**src/rtl/vc_buffer_pkg.sv**
```systemverilog
// Shared constants and payload types for the virtual-channel input buffer.
// Optional error outputs are enabled with the VC_INPUT_BUFFER_ERR_EN macro.
package vc_buffer_pkg;

    localparam int unsigned NUM_VC_DEF      = 2;
    localparam int unsigned ADDR_WIDTH_DEF  = 2;
    localparam int unsigned DATA_WIDTH_DEF  = 64;
    // Credit register holds VC ids up to this width; narrower ids are zero-extended.
    localparam int unsigned VC_ID_MAX_WIDTH = 8;

    typedef logic [DATA_WIDTH_DEF-1:0] flit_t;

    typedef struct packed {
        logic                       valid;
        logic [VC_ID_MAX_WIDTH-1:0] vc;
    } credit_t;

endpackage

```
**src/rtl/vc_input_buffer_ptr_ctrl.sv**
```systemverilog
// Per-VC pointer pair: occupancy status, accept decisions and sticky error flags.
// Error flags exist only when VC_INPUT_BUFFER_ERR_EN is defined.
module vc_ptr_ctrl
    import vc_buffer_pkg::*;
#(
    parameter int unsigned ADDR_WIDTH = ADDR_WIDTH_DEF
) (
    input  logic                  clk,
    input  logic                  reset,
    input  logic                  push,
    input  logic                  pop,
    output logic                  push_ok,
    output logic                  pop_ok,
    output logic                  empty,
    output logic                  full,
    output logic [ADDR_WIDTH:0]   count,
    output logic [ADDR_WIDTH-1:0] wr_addr,
    output logic [ADDR_WIDTH-1:0] rd_addr
`ifdef VC_INPUT_BUFFER_ERR_EN
    ,
    output logic                  overflow_err,
    output logic                  underflow_err
`endif
);

    localparam int unsigned PTR_WIDTH = ADDR_WIDTH + 1;

    logic [ADDR_WIDTH:0] wptr;
    logic [ADDR_WIDTH:0] rptr;

    assign empty   = (wptr == rptr);
    assign full    = (wptr[ADDR_WIDTH-1:0] == rptr[ADDR_WIDTH-1:0]) &&
                     (wptr[ADDR_WIDTH] != rptr[ADDR_WIDTH]);
    assign count   = wptr - rptr;
    assign wr_addr = wptr[ADDR_WIDTH-1:0];
    assign rd_addr = rptr[ADDR_WIDTH-1:0];

    // A pop on a full VC frees the slot the simultaneous push lands in.
    assign pop_ok  = pop && !empty;
    assign push_ok = push && (!full || pop_ok);

    always_ff @(posedge clk) begin
        if (reset) begin
            wptr <= '0;
            rptr <= '0;
        end else begin
            if (push_ok) wptr <= wptr + PTR_WIDTH'(1);
            if (pop_ok)  rptr <= rptr + PTR_WIDTH'(1);
        end
    end

`ifdef VC_INPUT_BUFFER_ERR_EN
    always_ff @(posedge clk) begin
        if (reset) begin
            overflow_err  <= 1'b0;
            underflow_err <= 1'b0;
        end else begin
            if (push && !push_ok) overflow_err  <= 1'b1;
            if (pop && !pop_ok)   underflow_err <= 1'b1;
        end
    end
`endif

endmodule

```
**src/rtl/vc_input_buffer.sv**
```systemverilog
// Router input buffer: NUM_VC first-word-fall-through FIFOs sharing one push and one pop port.
// Define VC_INPUT_BUFFER_ERR_EN to add sticky overflow_err/underflow_err outputs.
module vc_input_buffer
    import vc_buffer_pkg::*;
#(
    parameter  int unsigned NUM_VC     = NUM_VC_DEF,
    parameter  int unsigned ADDR_WIDTH = ADDR_WIDTH_DEF,
    parameter  int unsigned DATA_WIDTH = DATA_WIDTH_DEF,
    localparam int unsigned DEPTH      = 1 << ADDR_WIDTH,
    localparam int unsigned VC_WIDTH   = (NUM_VC > 1) ? $clog2(NUM_VC) : 1
) (
    input  logic                                clk,
    input  logic                                reset,
    input  logic                                push,
    input  logic [VC_WIDTH-1:0]                 push_vc,
    input  logic [DATA_WIDTH-1:0]               din,
    input  logic                                pop,
    input  logic [VC_WIDTH-1:0]                 pop_vc,
    output logic [NUM_VC-1:0][DATA_WIDTH-1:0]   dout,
    output logic [NUM_VC-1:0]                   empty,
    output logic [NUM_VC-1:0]                   full,
    output logic [NUM_VC-1:0][ADDR_WIDTH:0]     count,
    output logic                                credit_valid,
    output logic [VC_WIDTH-1:0]                 credit_vc
`ifdef VC_INPUT_BUFFER_ERR_EN
    ,
    output logic [NUM_VC-1:0]                   overflow_err,
    output logic [NUM_VC-1:0]                   underflow_err
`endif
);

    logic [NUM_VC-1:0]                 push_ok;
    logic [NUM_VC-1:0]                 pop_ok;
    logic [NUM_VC-1:0][ADDR_WIDTH-1:0] wr_addr;
    logic [NUM_VC-1:0][ADDR_WIDTH-1:0] rd_addr;
    logic [DATA_WIDTH-1:0]             mem [NUM_VC][DEPTH];
    credit_t                           credit_q;

    // Out-of-range VC ids match no instance, so they are dropped/ignored naturally.
    for (genvar v = 0; v < NUM_VC; v++) begin : g_vc
        vc_ptr_ctrl #(
            .ADDR_WIDTH (ADDR_WIDTH)
        ) u_ptr (
            .clk           (clk),
            .reset         (reset),
            .push          (push && (push_vc == VC_WIDTH'(v))),
            .pop           (pop && (pop_vc == VC_WIDTH'(v))),
            .push_ok       (push_ok[v]),
            .pop_ok        (pop_ok[v]),
            .empty         (empty[v]),
            .full          (full[v]),
            .count         (count[v]),
            .wr_addr       (wr_addr[v]),
            .rd_addr       (rd_addr[v])
`ifdef VC_INPUT_BUFFER_ERR_EN
            ,
            .overflow_err  (overflow_err[v]),
            .underflow_err (underflow_err[v])
`endif
        );

        assign dout[v] = mem[v][rd_addr[v]];
    end

    always_ff @(posedge clk) begin
        if (reset) begin
            for (int v = 0; v < NUM_VC; v++) begin
                for (int i = 0; i < DEPTH; i++) begin
                    mem[v][i] <= '0;
                end
            end
        end else begin
            for (int v = 0; v < NUM_VC; v++) begin
                if (push_ok[v]) mem[v][wr_addr[v]] <= din;
            end
        end
    end

    // One credit per accepted pop; the VC id holds between credits.
    always_ff @(posedge clk) begin
        if (reset) begin
            credit_q <= '0;
        end else begin
            credit_q.valid <= |pop_ok;
            if (|pop_ok) credit_q.vc <= VC_ID_MAX_WIDTH'(pop_vc);
        end
    end

    assign credit_valid = credit_q.valid;
    assign credit_vc    = VC_WIDTH'(credit_q.vc);

endmodule

```
**config.mk**
```make
export PLATFORM = sky130hd
export DESIGN_NAME = vc_input_buffer
export DESIGN_NICKNAME = d
export VERILOG_FILES = /design/src/rtl/vc_buffer_pkg.sv /design/src/rtl/vc_input_buffer_ptr_ctrl.sv /design/src/rtl/vc_input_buffer.sv
export SDC_FILE = /design/constraint.sdc
export NUM_CORES = 1
export LEC_CHECK = 0
export CAP_MARGIN = 20
export CORE_ASPECT_RATIO = 2
export CORE_MARGIN = 4
export CORE_UTILIZATION = 34
export DETAILED_ROUTE_END_ITERATION = 10
export MAX_ROUTING_LAYER = met4
export PLACE_DENSITY_LB_ADDON = 0.05
export SLEW_MARGIN = 20
export SYNTH_ARGS = -nofsm -noshare
export SYNTH_HDL_FRONTEND = slang
export SYNTH_SLANG_ARGS = --single-unit
```
**constraint.sdc**
```tcl
create_clock -name clk -period 8.65 [get_ports clk]
set_input_delay 1.73 -clock clk [delete_from_list [all_inputs] [get_ports clk]]
set_output_delay 1.73 -clock clk [all_outputs]
set_load 0.005 [all_outputs]
```
==> flow_metrics.tcl <==
set metrics [dict create \
    status "complete, no violations" \
    grt_max_degree 55 \
    clock_latency_ns 0.59 \
    core_um2 67700 \
    synthTopCellsByCount "and2_1, edfxtp_1, mux4_2" \
    die_width_um 193 \
    path_delay_family "buffers and inverters" \
    syn-num-nets 1459 \
    synth.distinct_cells 33 \
    multi_input_area_um2 7170 \
    slew_headroom 0.330 \
    final_nets 1664 \
    wl_per_cell_um 25.4 \
    synth_edf_count 512 \
    clock_skew_ns 0.0194 \
    worst_pin_slew_ns 1.00 \
    maxCapViolCount 0 \
    synth-main-ff-cell "edfxtp_1" \
    finalHoldViolCount 0 \
    ir_worst_vdd_mv 0.150 \
    cts_max_path_buffers 3 \
    crit_slowest_cell "dfxtp_4" \
    synthToLayoutAreaGrowth_pct 20.2 \
    cts_max_level 2 \
    pre_cts_slack_ns 3.87 \
    dp_hpwl_um 39600 \
    synth_warnings 0 \
    cts_buffers 51 \
    synth_top_cell_by_area "edfxtp_1" \
    cts_tree "done" \
    grt_pass1_wl_um 93300 \
    cp-end-kind "output pin" \
    cp.arrival_ns 3.30 \
    cts_num_sinks 526 \
    fillers 6141 \
    synth.yosys.seq_area_share 0.674 \
    dp.cells 2415 \
    crit_chain "buf_4 -> mux4_2 -> clkdlybuf4s50_1" \
    ant_nets 0 \
    cpPeakStageDelay_ns 0.99 \
    wirelength_um 63700 \
    dieArea_um2 72800 \
    crit_path_max_fanout 42 \
    avgSynthCellArea_um2 16.9 \
    cts_root_buf "clkbuf_16" \
    period_share 0.582 \
    yosysTopAreaCellShare 0.662 \
    via_per_inst 4.84 \
    async_flop_share 0 \
    period_needed_ns 5.03 \
    io_buffer_count 209 \
    fmax_mhz 199 \
    antenna_found_initial 1 \
    setup_tns_ns 0 \
    io_pins 210 \
    firstDrtPassIters 6 \
    post_cts_buffers 0 \
    drt_iter0_markers 626 \
    cp-start-kind "register" \
    cts_resized 0 \
    placed_area_um2 26400 \
    path_clk_slew_ns 0.06 \
    critPathKind "register to output pin" \
    synth_area_um2 23200 \
    required_ns 6.92 \
    rows 135 \
    grt_overflow 0 \
    setup_viol 0 \
    start_util 0.343 \
    hold_buffers 0 \
    yosys-top-cells-area "edfxtp_1, and2_1, mux4_2, dfxtp_1, a311oi_4" \
    drv_slew 0 \
    leakage_nw 9.80 \
    yosysMostFrequentCell "and2_1" \
    ff_latch_area_um2 15700 \
    cellPowerDensity_nw_per_um2 201 \
    ys_ff_latch 526 \
    via_count 12100 \
    track_usage 0.182 \
    grt_pass1_vias 13400 \
    die_h_um 378 \
    drive_gt1_frac 0.159 \
    rrSetupSlack_ns 4.74 \
    setup_slack_ns 3.62 \
    stdcell_area_um2 27900 \
    drc 0 \
    rsz0062_at_grt "false" \
    hold_class "register to register" \
    power_mw 5.60 \
    routabilityCongestion 0.729 \
    netlist_instances 1373 \
    worst-path-buf-inv 2 \
    fin_cells 2508 \
]
==> cell type report <==
| cell class | instances | share of cell area |
|---|---|---|
| tap | 890 | 0.0399 |
| timing repair buffer | 239 | 0.0856 |
| inverter | 13 | 0.00175 |
| clock inverter | 19 | 0.00318 |
| antenna | 3 | 0.000269 |
| clock buffer | 71 | 0.0510 |
| sequential | 526 | 0.561 |
| multi-input combinational | 747 | 0.257 |
==> state kept, by name, indices dropped and copies added, names as in the netlist <==
| signal | count |
|---|---|
| g_vc.u_ptr.rptr | 6 |
| g_vc.u_ptr.wptr | 6 |
| credit_vc | 1 |
| credit_valid | 1 |
| mem | 512 |
==> where the power goes <==
part	total (mW)	switching (mW)	leakage [nW]	internal, mW
clock network	2.10	0.960	0.745	1.14
registers	2.96	0.0455	5.45	2.92
logic	0.534	0.267	3.61	0.267
==> cell families after synthesis <==
group	synth area share
AO/OA/AOI/OAI	0.0147
XOR/XNOR	0.00388
adder cells (fa/ha/maj)	0.00927
buffers and inverters	0.0190
flip-flops	0.674
multiplexers	0.130
AND/OR/NAND/NOR	0.149
==> cells in the final DEF, fill, tap and decap left out, types with 3 or more instances in the layout <==
cell type / instances
nor2_1: 13
clkbuf_8: 3
clkbuf_1: 15
clkdlybuf4s50_1: 209
clkbuf_16: 53
a311oi_4: 8
mux2_2: 8
inv_1: 13
and2_1: 515
clkinv_1: 10
nor2b_1: 6
ha_1: 14
buf_4: 26
a21oi_1: 3
edfxtp_1: 512
diode_2: 3
nand2_1: 3
dfxtp_4: 4
clkinv_2: 8
nand2b_1: 18
xnor2_1: 4
buf_16: 3
mux2i_1: 4
mux4_2: 128
a21o_4: 6
dfxtp_1: 10
==> final timing paths <==
check | from | to | cells after the start
max | g_vc[1].u_ptr.rptr[0] | dout[88] | 3
min | credit_vc | credit_vc | 2
max reg2reg | g_vc[1].u_ptr.rptr[0] | mem[1][72] | 5
min reg2reg | credit_vc | credit_vc | 2
==> tightest hold or removal path: stages, from the launching register on <==
cell and delay (ns):
dfxtp_1 0.34, inv_1 0.07, a2111oi_2 0.06
==> stage by stage <==
step | hold slack (ns) | utilization
after floorplan | 0.483 | -
after global placement | 0.498 | 0.388
after detailed placement | 0.521 | 0.390
after CTS | 0.526 | 0.412
after global routing | 0.547 | 0.412
final | 0.521 | 0.412
==> metal layers <==
metal,global-route usage,share of wire,vias to the layer above
li1,-,-,5478
met1,0.216,0.40,6309
met4,0.0419,0.020,0
met3,0.0247,0.038,79
met2,0.326,0.54,261
met5,-,0,-
Note: power is estimated with default switching activity, not from simulation.
